## src/rtl/mem_stage_hs.sv

```systemverilog
// RV32 memory stage with a variable-latency req/ack data port.
// Optional ack watchdog: define MEM_ACK_TIMEOUT_EN.
module mem_stage_hs #(
    parameter int XLEN        = 32,
    parameter int TIMEOUT_CYC = 64
) (
    input  logic            i_clk,
    input  logic            i_reset,
    input  logic            i_vld,
    output logic            o_rdy,
    input  logic [XLEN-1:0] i_pc,
    input  logic [31:0]     i_inst,
    input  logic [XLEN-1:0] i_alu_data,
    input  logic [XLEN-1:0] i_rs2_data,
    input  logic            i_lsu_rden,
    input  logic            i_lsu_wren,
    input  logic [2:0]      i_funct3,
    input  logic [1:0]      i_wb_sel,
    input  logic            i_rd_wren,
    output logic            o_dmem_req,
    output logic            o_dmem_we,
    output logic [XLEN-1:0] o_dmem_addr,
    output logic [XLEN-1:0] o_dmem_wdata,
    output logic [3:0]      o_dmem_be,
    input  logic            i_dmem_ack,
    input  logic [XLEN-1:0] i_dmem_rdata,
    output logic            o_wb_vld,
    output logic [XLEN-1:0] o_wb_pc_add4,
    output logic [XLEN-1:0] o_wb_pc,
    output logic [XLEN-1:0] o_wb_alu_data,
    output logic [XLEN-1:0] o_wb_ld_data,
    output logic [31:0]     o_wb_inst,
    output logic [1:0]      o_wb_sel,
    output logic            o_wb_rd_wren,
    output logic [4:0]      o_fwd_rd_addr,
    output logic            o_misalign,
    output logic            o_timeout
);

    localparam logic [0:0] S_IDLE = 1'b0;
    localparam logic [0:0] S_REQ  = 1'b1;

    logic [0:0]      state;
    logic [XLEN-1:0] p_pc;
    logic [XLEN-1:0] p_alu;
    logic [31:0]     p_inst;
    logic [2:0]      p_funct3;
    logic [1:0]      p_wb_sel;
    logic            p_rd_wren;
    logic            p_load;

    logic            accept;
    logic            memop;
    logic            mis;
    logic            mis_acc;
    logic [3:0]      be;
    logic [XLEN-1:0] wdata;
    logic [XLEN-1:0] shifted;
    logic [XLEN-1:0] ld_ext;
    logic            to_hit;

    assign o_rdy         = (state == S_IDLE);
    assign accept        = i_vld & o_rdy;
    assign memop         = i_lsu_rden | i_lsu_wren;
    assign mis_acc       = memop & mis;
    assign o_fwd_rd_addr = (state == S_REQ) ? p_inst[11:7] : i_inst[11:7];

    // Size decode: alignment check, byte enables and lane-replicated store data
    always_comb begin
        mis   = 1'b0;
        be    = 4'b1111;
        wdata = i_rs2_data;
        case (i_funct3[1:0])
            2'b00: begin
                be    = 4'b0001 << i_alu_data[1:0];
                wdata = {4{i_rs2_data[7:0]}};
            end
            2'b01: begin
                mis   = i_alu_data[0];
                be    = i_alu_data[1] ? 4'b1100 : 4'b0011;
                wdata = {2{i_rs2_data[15:0]}};
            end
            default: mis = |i_alu_data[1:0];
        endcase
    end

    // Load lane select and sign/zero extension of the returned word
    always_comb begin
        shifted = i_dmem_rdata >> {p_alu[1:0], 3'b000};
        case (p_funct3)
            3'b000:  ld_ext = {{(XLEN-8){shifted[7]}}, shifted[7:0]};
            3'b001:  ld_ext = {{(XLEN-16){shifted[15]}}, shifted[15:0]};
            3'b100:  ld_ext = {{(XLEN-8){1'b0}}, shifted[7:0]};
            3'b101:  ld_ext = {{(XLEN-16){1'b0}}, shifted[15:0]};
            default: ld_ext = i_dmem_rdata;
        endcase
    end

`ifdef MEM_ACK_TIMEOUT_EN
    localparam int CW = (TIMEOUT_CYC > 1) ? $clog2(TIMEOUT_CYC) : 1;
    localparam logic [CW-1:0] TO_LAST = CW'(TIMEOUT_CYC - 1);

    logic [CW-1:0] cnt;

    assign to_hit = (state == S_REQ) & ~i_dmem_ack & (cnt == TO_LAST);

    // Watchdog: counts REQ cycles, cleared whenever the stage is idle
    always_ff @(posedge i_clk) begin
        if (i_reset) begin
            cnt       <= '0;
            o_timeout <= 1'b0;
        end else begin
            cnt       <= (state == S_REQ) ? cnt + 1'b1 : '0;
            o_timeout <= to_hit;
        end
    end
`else
    logic unused_cfg;
    assign unused_cfg = |TIMEOUT_CYC;
    assign to_hit     = 1'b0;
    assign o_timeout  = 1'b0;
`endif

    // Stage FSM, memory request registers and writeback bundle
    always_ff @(posedge i_clk) begin
        if (i_reset) begin
            state         <= S_IDLE;
            o_dmem_req    <= 1'b0;
            o_dmem_we     <= 1'b0;
            o_dmem_addr   <= '0;
            o_dmem_wdata  <= '0;
            o_dmem_be     <= '0;
            o_wb_vld      <= 1'b0;
            o_wb_pc_add4  <= '0;
            o_wb_pc       <= '0;
            o_wb_alu_data <= '0;
            o_wb_ld_data  <= '0;
            o_wb_inst     <= '0;
            o_wb_sel      <= '0;
            o_wb_rd_wren  <= 1'b0;
            o_misalign    <= 1'b0;
            p_pc          <= '0;
            p_alu         <= '0;
            p_inst        <= '0;
            p_funct3      <= '0;
            p_wb_sel      <= '0;
            p_rd_wren     <= 1'b0;
            p_load        <= 1'b0;
        end else begin
            o_wb_vld   <= 1'b0;
            o_misalign <= 1'b0;
            case (state)
                S_IDLE: begin
                    if (accept && memop && !mis) begin
                        state        <= S_REQ;
                        o_dmem_req   <= 1'b1;
                        o_dmem_we    <= i_lsu_wren;
                        o_dmem_addr  <= {i_alu_data[XLEN-1:2], 2'b00};
                        o_dmem_be    <= be;
                        o_dmem_wdata <= wdata;
                        p_pc         <= i_pc;
                        p_alu        <= i_alu_data;
                        p_inst       <= i_inst;
                        p_funct3     <= i_funct3;
                        p_wb_sel     <= i_wb_sel;
                        p_rd_wren    <= i_rd_wren;
                        p_load       <= i_lsu_rden & ~i_lsu_wren;
                    end else if (accept) begin
                        o_wb_vld      <= 1'b1;
                        o_wb_pc_add4  <= i_pc + XLEN'(4);
                        o_wb_pc       <= i_pc;
                        o_wb_alu_data <= i_alu_data;
                        o_wb_ld_data  <= '0;
                        o_wb_inst     <= i_inst;
                        o_wb_sel      <= i_wb_sel;
                        o_wb_rd_wren  <= i_rd_wren & ~mis_acc;
                        o_misalign    <= mis_acc;
                    end
                end
                S_REQ: begin
                    if (i_dmem_ack || to_hit) begin
                        state         <= S_IDLE;
                        o_dmem_req    <= 1'b0;
                        o_dmem_we     <= 1'b0;
                        o_wb_vld      <= 1'b1;
                        o_wb_pc_add4  <= p_pc + XLEN'(4);
                        o_wb_pc       <= p_pc;
                        o_wb_alu_data <= p_alu;
                        o_wb_ld_data  <= (p_load && i_dmem_ack) ? ld_ext : '0;
                        o_wb_inst     <= p_inst;
                        o_wb_sel      <= p_wb_sel;
                        o_wb_rd_wren  <= p_rd_wren & ~to_hit;
                    end
                end
                default: state <= S_IDLE;
            endcase
        end
    end

endmodule

```

## config.mk

```make
export PLATFORM = sky130hd
export DESIGN_NAME = mem_stage_hs
export DESIGN_NICKNAME = d
export VERILOG_FILES = /design/src/rtl/mem_stage_hs.sv
export SDC_FILE = /design/constraint.sdc
export NUM_CORES = 1
export LEC_CHECK = 0
export ABC_AREA = 1
export BUFFER_PORTS_ARGS = -buffer_cell sky130_fd_sc_hd__buf_2
export CAP_MARGIN = 40
export CORE_ASPECT_RATIO = 1.4
export CORE_MARGIN = 10
export CORE_UTILIZATION = 47
export CTS_CLUSTER_DIAMETER = 120
export DETAILED_ROUTE_END_ITERATION = 8
export GPL_TIMING_DRIVEN = 0
export PLACE_DENSITY = 0.71
export SYNTH_ARGS = -nofsm -noshare
export SYNTH_HDL_FRONTEND = slang
export SYNTH_SLANG_ARGS = --single-unit
```

## constraint.sdc

```tcl
create_clock -name i_clk -period 2.5 [get_ports i_clk]
set_input_delay 0.75 -clock i_clk [delete_from_list [all_inputs] [get_ports i_clk]]
set_output_delay 0.75 -clock i_clk [all_outputs]
set_load 0.05 [all_outputs]
```

==> results of run 1 <==
kinds of logic (layout without fill, tap and decap cells):
kind of cell | after synthesis | in the layout | synth area share (%)
adder cells (fa/ha/maj) | 1 | 1 | 0.0927
buffers and inverters | 245 | 707 | 9.11
XOR/XNOR | 14 | 14 | 0.908
other | 1 | 14 | 0.0278
AO/OA/AOI/OAI | 508 | 508 | 20.4
AND/OR/NAND/NOR | 811 | 811 | 24.3
flip-flops | 305 | 305 | 45.2
metal layers:
metal  up-vias  global-route usage (%)  part of all wire, %
met3       133                    6.23                  8.1
met5         -                       0                0.082
met1      6922                    31.8                   37
met4         8                    15.0                  5.1
li1       7093                       -                    -
met2       641                    51.3                   49
final timing paths:
| kind | slack, ps | endpoint | cells after the start | start |
|---|---|---|---|---|
| min reg2reg | 450 | p_pc[19]$_SDFFE_PP0P_ | 2 | p_pc[19]$_SDFFE_PP0P_ |
| max reg2reg | 180 | o_wb_pc_add4[10]$_SDFFE_PP0P_ | 10 | state$_SDFF_PP0_ |
| max | 70 | o_fwd_rd_addr[3] | 6 | state$_SDFF_PP0_ |
| min | 440 | p_alu[18]$_SDFFE_PP0P_ | 3 | i_alu_data[18] |
power by group through the flow:
stage / sequential, mW / clock, mW / combinational (mW)
2_1_floorplan: 6.43 / 0 / 1.36
3_3_place_gp: 5.55 / 0 / 3.23
3_5_place_dp: 5.57 / 0 / 3.26
4_1_cts: 5.46 / 4.58 / 3.29
5_1_grt: 5.50 / 4.76 / 3.52
6_report: 5.47 / 4.54 / 3.30
registers in the layout, summed over array words and instances (netlist names), 4 cells and up:
name and flops:
o_dmem_be 4, o_dmem_wdata 32, o_wb_alu_data 32, o_wb_inst 32, o_wb_ld_data 32, o_wb_pc 30
o_wb_pc_add4 32, p_alu 32, p_inst 32, p_pc 32
metrics by stage:
step / worst slack (ps) / power (mW) / utilization [%]
finish: 72.4 / 13.3 / 60.3
global route: 9.64 / 13.8 / 60.2
CTS: 17.8 / 13.3 / 60.1
detailed placement: -445 / 8.82 / 56.4
global placement: -414 / 8.79 / 56.4
floorplan: 159 / 7.79 / -
Yosys cell counts (2+ instances only):
master     number  area share (%)
dfxtp_1       305              45
xnor2_1         4            0.26
o21a_1          2            0.11
o21ai_2         2            0.13
nor2_1        287             8.0
o22ai_1         2           0.093
buf_2          41             1.5
xor2_1         10            0.65
or2_2           3            0.14
nand3_1        62             2.3
clkbuf_1       73             2.0
nand2_2        15            0.70
buf_6          10            0.83
a211oi_1        3            0.17
o21ai_0       275              10
a311oi_1        2            0.13
a21oi_1       113             4.2
nor2_2          6            0.28
nor3_1          5            0.19
clkinv_1        3           0.083
nand2_1       419              12
nand3_2         5            0.37
a31oi_1        82             3.8
nor2_4          3            0.25
nand4_1         2           0.093
inv_1          69             1.9
o2111ai_1       6            0.39
buf_4          42             2.3
buf_1           2           0.056
o211ai_1       17            0.95
o21ai_1         2           0.074
inv_2           2           0.056
final cells by class:
cell class	instances	area, um^2	share of cell area (%)
diodes	11	27.5	0.161
plain buffers	165	932	5.44
clock buffers	47	916	5.35
clock inverters	6	58.8	0.343
inverters	76	300	1.75
multi-input cells	1337	6170	36.1
flip-flops and latches	305	6110	35.7
well taps	375	469	2.74
repair buffers	413	2140	12.5
worst register-to-register path: stages, from the launching register on:
cell     delay, ps
dfxtp_1        320
buf_6          150
buf_4          150
nand2_1         60
nand2_2        170
ha_1           220
nand3_1        200
nor3_1         470
xor2_1         190
o21ai_0        200
inv_1           50
what timing repair did:
action / in CTS / in global routing
setup endpoints to repair: 6 / 9
resized for setup: 21 / 1
buffers inserted: 2 / 2
gates cloned: 1 / 0
==> results.cfg, run 1 <==
[cts]
htree_levels = 1
cts.clk_slew.worst_paths_ps = 60
cts_num_sinks = 305
cts_tree = yes
postCtsHoldBufs = 0
cts_root_buf = clkbuf_16
clock_path_buffers = 3
insertion_delay_ps = 570
cts-buffers-inserted = 30

[global_routing]
grt_pass1_vias = 14600
grt_overflow = 0
grt_max_degree = 28
grt_usage_pct = 29.0
grt_pass1_wl_um = 82400
antenna_found_initial = 12

[logic_synthesis]
syn_area_um2 = 13500
async_flop_share_pct = 0
syn_avg_cell_area_um2 = 7.16
ys_seq_area_share_pct = 45.2
synth_edf_count = 0
ys_warn_count = 0
synth_cells = 1885
ys.flop_type = dfxtp_1
synth_cell_types = 43
ys_ff_latch = 305

[drt]
drc = 0
drt_iter0_drc = 1039
routed_via_density = 5.41
dr_total_vias = 14800
detail-route-antenna-nets = 0
dr.pass1.iters = 5
post_drt_wl_per_cell_um = 20.2
routed_wirelength_um = 55200

[power]
p_switching_mw = 4.61
p_leak_nw = 8.00
seq_power_share_pct = 41.1
pwr-share-comb_pct = 24.8
ir_drop_uv = 612
switching_share_pct = 34.6
power_density_nw_per_um2 = 777
power.internal_mw = 8.70
power_frac_clock_pct = 34.1

[sta]
slew_violations = 0
worst_slew_pin_slew_ps = 875
min_period_over_period_pct = 97.1
fmax_mhz = 412
final_hold_viol_count = 0
tns_ps = 0
max_slew_margin_pct = 41.6
rsz0062_at_grt = false
fin_crit_ps = 2430
setup_viol = 0
skew_ps = 14.3
hold_slack_ps = 439

[floorplanning]
die_y_um = 221
die_x_um = 163
pin_count = 414
start_util_pct = 47.5
dieArea_um2 = 36000
fp-row-count = 73
core_area_um2 = 28400

[final_layout]
fin_nets = 2501
drive_gt1_share_pct = 25.3
layout_commonest_cell = buf_2
synthToLayoutAreaGrowth_pct = 26.8
layout_common_cells = buf_2, nand2_1, dfxtp_1
instances_no_fill = 2735
fillers = 2786
fin_area_um2 = 17100

[setup_path]
end_kind = primary output
cp_cell_sequence = buf_6 > inv_12 > clkbuf_16 > nand2_1 > nand2_1 > buf_6
crit_required_ps = 1750
path_buf_inv = 4
crit_arrival_ps = 1680
crit_path_max_fanout = 27
crit_family = buffers and inverters
crit_slowest_cell = dfxtp_1
crit_type = register to primary output
slowest_delay_ps = 310
worstSetupStartpointType = register

[placed_design]
dp_cells = 2670
postPlaceCellArea_um2 = 16000
hpwl_um = 43400
port_buffers = 408
gp_congestion = 0.951

[job]
cap_violations = 0

[hold_path]
hp-class = primary input to register

[outcome]
status = completed
(Power assumes the default switching activity.)
==> run 2: changes to the inputs <==
Settings changed: ABC_AREA 1 to 0.
==> run 2 against run 1 <==
Effect of this change: the run now ends with negative setup slack left; routed wire length is 4.8% lower; worst hold slack worse by 17 ps; register-to-register slack worse by 130 ps; largest power group unchanged.
==> results.cfg, run 2 <==
[outcome]
status = finished, violations left
violations = negative setup slack

[logic_synthesis]
yosysMostFrequentCell = dfxtp_1
synth_cell_types = 66
synth_common_cells = dfxtp_1, nand2_1, nor2_1, a21oi_1, mux2i_1
yosysTopAreaCellShare_pct = 45.5
synth_cells = 1593
ys_ff_latch = 305
ys_warn_count = 0
syn_area_um2 = 13400
syn_avg_cell_area_um2 = 8.43
ys.flop_type = dfxtp_1
async_flop_share_pct = 0
ys_seq_area_share_pct = 45.5
synth_edf_count = 0
synth_top_area_cell = dfxtp_1
synth.area.top_cells = dfxtp_1, mux2i_1, nand2_1, a21oi_1, a211oi_1

[final_layout]
fin_area_um2 = 17600
drive_gt1_share_pct = 29.5
synthToLayoutAreaGrowth_pct = 30.7
fin_nets = 2233
layout_commonest_cell = buf_2
fillers = 2576
multiInputGateArea_um2 = 6620
seq_area_um2 = 6110
layout_common_cells = buf_2, dfxtp_1, nand2_1
instances_no_fill = 2468

[hold_path]
hold_end = p_funct3[2]$_SDFFE_PP0P_
hold_depth = 3
min_from = i_funct3[2]
hp-class = primary input to register

[setup_path]
r2r-end = o_wb_pc_add4[26]$_SDFFE_PP0P_
crit_path_max_fanout = 5
r2r-start = state$_SDFF_PP0_
crit_required_ps = 1750
end_kind = primary output
rr_worst_depth = 10
crit_arrival_ps = 1930
r2r_slack_ps = 50
worstSetupStartpointType = register
crit_type = register to primary output

[cts]
htree_levels = 1
cts_num_sinks = 305
clock_path_buffers = 3
cts-buffers-inserted = 30
insertion_delay_ps = 570
cts_root_buf = clkbuf_16
postCtsHoldBufs = 0
cts_tree = yes
cts.clk_slew.worst_paths_ps = 60

[sta]
slew_violations = 0
skew_ps = 13.9
fmax_mhz = 374
worst_slew_pin_slew_ps = 776
rsz0062_at_grt = true
hold_slack_ps = 421
max_slew_margin_pct = 48.3
final_hold_viol_count = 0
setup_viol = 6
setup_slack_ps = -176
fin_crit_ps = 2680
min_period_over_period_pct = 107

[placed_design]
dp_cells = 2380
postPlaceCellArea_um2 = 16000
port_buffers = 409
hpwl_um = 40500
gp_congestion = 0.945

[floorplanning]
core_area_um2 = 28300
die_x_um = 163
fp-row-count = 73
pin_count = 414
die_y_um = 220
start_util_pct = 47.4
dieArea_um2 = 35800

[global_routing]
grt_overflow = 0
antenna_found_initial = 11
grt_max_degree = 16
grt_usage_pct = 27.5
grt_pass1_wl_um = 77600
grt_pass1_vias = 13400

[power]
ir_drop_uv = 501
power_mw = 13.3
p_leak_nw = 7.42
power_density_nw_per_um2 = 755

[drt]
post_drt_wl_per_cell_um = 21.3
dr.pass1.iters = 6
detail-route-antenna-nets = 0
routed_via_density = 5.56
routed_wirelength_um = 52500
dr_total_vias = 13700
drt_iter0_drc = 942
drc = 0

[job]
cap_violations = 0
-- run 2: where the power goes --
part / switching, mW / total (mW) / internal [mW] / leakage (nW)
sequential: 0.187 / 5.36 / 5.18 / 2.50
combinational: 2.12 / 2.94 / 0.816 / 4.39
clock: 2.02 / 4.95 / 2.94 / 0.536
-- run 2: layer usage --
| layer | vias to the layer above | global-route usage (%) | part of all wire [%] |
|---|---|---|---|
| met5 | - | 0 | 0.025 |
| met4 | 2 | 15.2 | 5.2 |
| met3 | 143 | 6.33 | 8.1 |
| met2 | 622 | 49.0 | 51 |
| met1 | 6441 | 29.4 | 36 |
| li1 | 6513 | - | - |
-- run 2: worst max path at each step --
stage | cells past startpoint | start | to | slack, ps
floorplan | 11 | state$_SDFF_PP0_ | o_wb_pc_add4[26]$_SDFFE_PP0P_ | 10
global placement | 7 | i_alu_data[0] | o_wb_pc_add4[6]$_SDFFE_PP0P_ | -710
detailed placement | 7 | i_alu_data[0] | o_wb_pc_add4[10]$_SDFFE_PP0P_ | -740
CTS | 6 | state$_SDFF_PP0_ | o_fwd_rd_addr[2] | -180
global route | 6 | state$_SDFF_PP0_ | o_fwd_rd_addr[2] | -200
finish | 6 | state$_SDFF_PP0_ | o_fwd_rd_addr[2] | -180
-- run 2: logic make-up (layout without fill, tap and decap cells) --
| kind of cell | count (synthesis) | in the layout | share of synthesized area, % |
|---|---|---|---|
| fa+ha+maj | 1 | 1 | 0.0931 |
| other cells | 1 | 12 | 0.0279 |
| buf+inv | 176 | 665 | 6.42 |
| mux | 124 | 124 | 9.43 |
| compound gates | 383 | 383 | 18.8 |
| flops | 305 | 305 | 45.5 |
| simple gates | 593 | 593 | 19.1 |
| xor+xnor | 10 | 10 | 0.652 |
-- run 2: worst max-delay path, stage by stage, from the launching register on --
cell and delay, ps:
dfxtp_4 350, buf_12 120, buf_12 130, buf_12 130, buf_12 130, mux2_4 320
buf_6 160
-- run 2: layout make-up --
type | instances | area share [%]
Clock inverter | 18 | 1.32
Inverter | 8 | 0.192
Tap cell | 375 | 2.67
Buffer | 166 | 5.22
Timing Repair Buffer | 435 | 13.1
Clock buffer | 38 | 4.85
Multi-Input combinational cell | 1114 | 37.7
Sequential cell | 305 | 34.8
Antenna cell | 9 | 0.128
-- run 2: stage by stage --
stage | TNS, ps | setup WS [ps] | utilization [%]
2_1_floorplan | 0 | 13.5 | -
3_3_place_gp | -144370 | -714 | 56.4
3_5_place_dp | -137790 | -738 | 56.5
4_1_cts | -787 | -181 | 61.3
5_1_grt | -1110 | -202 | 62.0
6_report | -834 | -176 | 62.0
-- run 2: timing repair --
item | CTS | global route
endpoints found under the setup margin | 156 | 238
gates resized for setup | 51 | 30
pin swaps | 2 | 8
buffers inserted | 15 | 10
==> run 3: changes to the inputs <==
Settings changed: RECOVER_POWER set to 25.
==> run 3 against run 2 <==
Effect of this change: the run still ends with negative setup slack left; sequential share of layout area is 0.33 points higher; design area is 0.94% lower; combinational power is 2% lower; first-iteration DRC count is 4.7% higher; clock skew is 4.3 ps lower; clock power hardly changed; worst hold slack better by 4.9 ps; worst setup slack better by 6.7 ps; die area stayed put; routed wire length is 0.18% higher; critical path type unchanged; largest cell class unchanged; highest routed layer unchanged.
==> results.cfg, run 3 (synthesis results as in run 2) <==
[sta]
rsz0062_at_grt = true
skew_ps = 9.59
min_period_over_period_pct = 107
worst_slew_pin_slew_ps = 767
max_slew_margin_pct = 48.9
fin_crit_ps = 2670
final_hold_viol_count = 0
setup_slack_ps = -170
fmax_mhz = 375
setup_viol = 10
slew_violations = 0

[hold_path]
hold_end = p_funct3[2]$_SDFFE_PP0P_
min_from = i_funct3[2]
hold_depth = 3
hp-class = primary input to register

[setup_path]
slowest_delay_ps = 350
crit_type = register to primary output
end_kind = primary output
crit_arrival_ps = 1920
rr_worst_depth = 7
crit_family = buffers and inverters
cp_cell_sequence = buf_12 > buf_12 > buf_12 > buf_12 > mux2_4 > buf_6
worstSetupStartpointType = register
r2r_slack_ps = -40
r2r-start = state$_SDFF_PP0_
crit_slowest_cell = dfxtp_4
crit_path_max_fanout = 5
path_buf_inv = 5
r2r-end = o_wb_alu_data[1]$_SDFFE_PP0P_
crit_required_ps = 1750
crit_top_cell = buf_12

[floorplanning]
pin_count = 414
dieArea_um2 = 35800
start_util_pct = 47.4
fp-row-count = 73
die_x_um = 163
die_y_um = 220
core_area_um2 = 28300

[cts]
insertion_delay_ps = 560
postCtsHoldBufs = 0
cts_num_sinks = 305
cts-buffers-inserted = 30
htree_levels = 1
cts_tree = yes
cts_root_buf = clkbuf_16
cts.clk_slew.worst_paths_ps = 70
clock_path_buffers = 3

[job]
cap_violations = 0

[outcome]
violations = negative setup slack
status = finished, violations left

[final_layout]
drive_gt1_share_pct = 23.2
layout_commonest_cell = buf_2
layout_common_cells = buf_2, dfxtp_1, nand2_1
fin_nets = 2233
instances_no_fill = 2468
synthToLayoutAreaGrowth_pct = 29.4

[placed_design]
gp_congestion = 0.945
port_buffers = 409
hpwl_um = 40500
dp_cells = 2380

[global_routing]
grt_usage_pct = 27.5
antenna_found_initial = 11
grt_overflow = 0
grt_pass1_vias = 13400
grt_max_degree = 16
grt_pass1_wl_um = 77600

[drt]
dr.pass1.iters = 7
routed_via_density = 5.57
drc = 0
routed_wirelength_um = 52600
dr_total_vias = 13800
post_drt_wl_per_cell_um = 21.3
detail-route-antenna-nets = 0
drt_iter0_drc = 986

[power]
p_leak_nw = 6.91
ir_drop_uv = 498
power_mw = 13.2
power_density_nw_per_um2 = 760
run 3: power by group:
part	internal (mW)	switching, mW
clock network	2.94	2.02
registers	5.18	0.193
logic	0.770	2.12
total	8.88	4.34
run 3: worst max path at each step:
| stage | cells past startpoint | endpoint | start | slack [ps] |
|---|---|---|---|---|
| floorplan | 11 | o_wb_pc_add4[26]$_SDFFE_PP0P_ | state$_SDFF_PP0_ | 10 |
| global placement | 7 | o_wb_pc_add4[6]$_SDFFE_PP0P_ | i_alu_data[0] | -710 |
| detailed placement | 7 | o_wb_pc_add4[10]$_SDFFE_PP0P_ | i_alu_data[0] | -740 |
| CTS | 6 | o_fwd_rd_addr[2] | state$_SDFF_PP0_ | -180 |
| global route | 6 | o_fwd_rd_addr[2] | state$_SDFF_PP0_ | -200 |
| finish | 6 | o_fwd_rd_addr[2] | state$_SDFF_PP0_ | -170 |
run 3: routing by layer:
layer / GRT usage (%) / part of all wire (%) / vias to the layer above
met5: 0 / 0.025 / -
met4: 15.2 / 5.0 / 2
met3: 6.33 / 8.2 / 137
met2: 49.0 / 51 / 634
met1: 29.4 / 36 / 6469
li1: - / - / 6508
run 3: timing repair:
action / in CTS / in global routing
pin swaps: 2 / 8
setup endpoints to repair: 156 / 238
buffers inserted: 15 / 10
gates resized for setup: 51 / 30
hold endpoints to repair: 0 / 0
run 3: final cells by class:
type,instances,area [um^2]
inverters,8,33.8
repair buffers,435,2130
multi-input cells,1114,6620
diodes,9,22.5
flip-flops and latches,305,6110
plain buffers,166,917
fillers,2653,10900
clock buffers,38,852
well taps,375,469
clock inverters,18,231
run 3: through the flow:
stage                     util [%]  hold slack (ps)  setup TNS [ps]  setup slack [ps]  cell area [um^2]
after floorplan                  -              433               0              13.5             13500
after global placement        56.4              437         -144370              -714             16000
after detailed placement      56.5              446         -137790              -738             16000
after CTS                     61.3              405            -787              -181             17400
after global routing          61.4              413           -5700              -202             17400
final                         61.4              426            -886              -170             17400
run 3: tightest hold or removal path, delay by kind of cell:
kind                   cells  cell delay [ps]
and+or+nand+nor            1               50
AOI/OAI and AO/OA          1               50
buffers and inverters      1              100
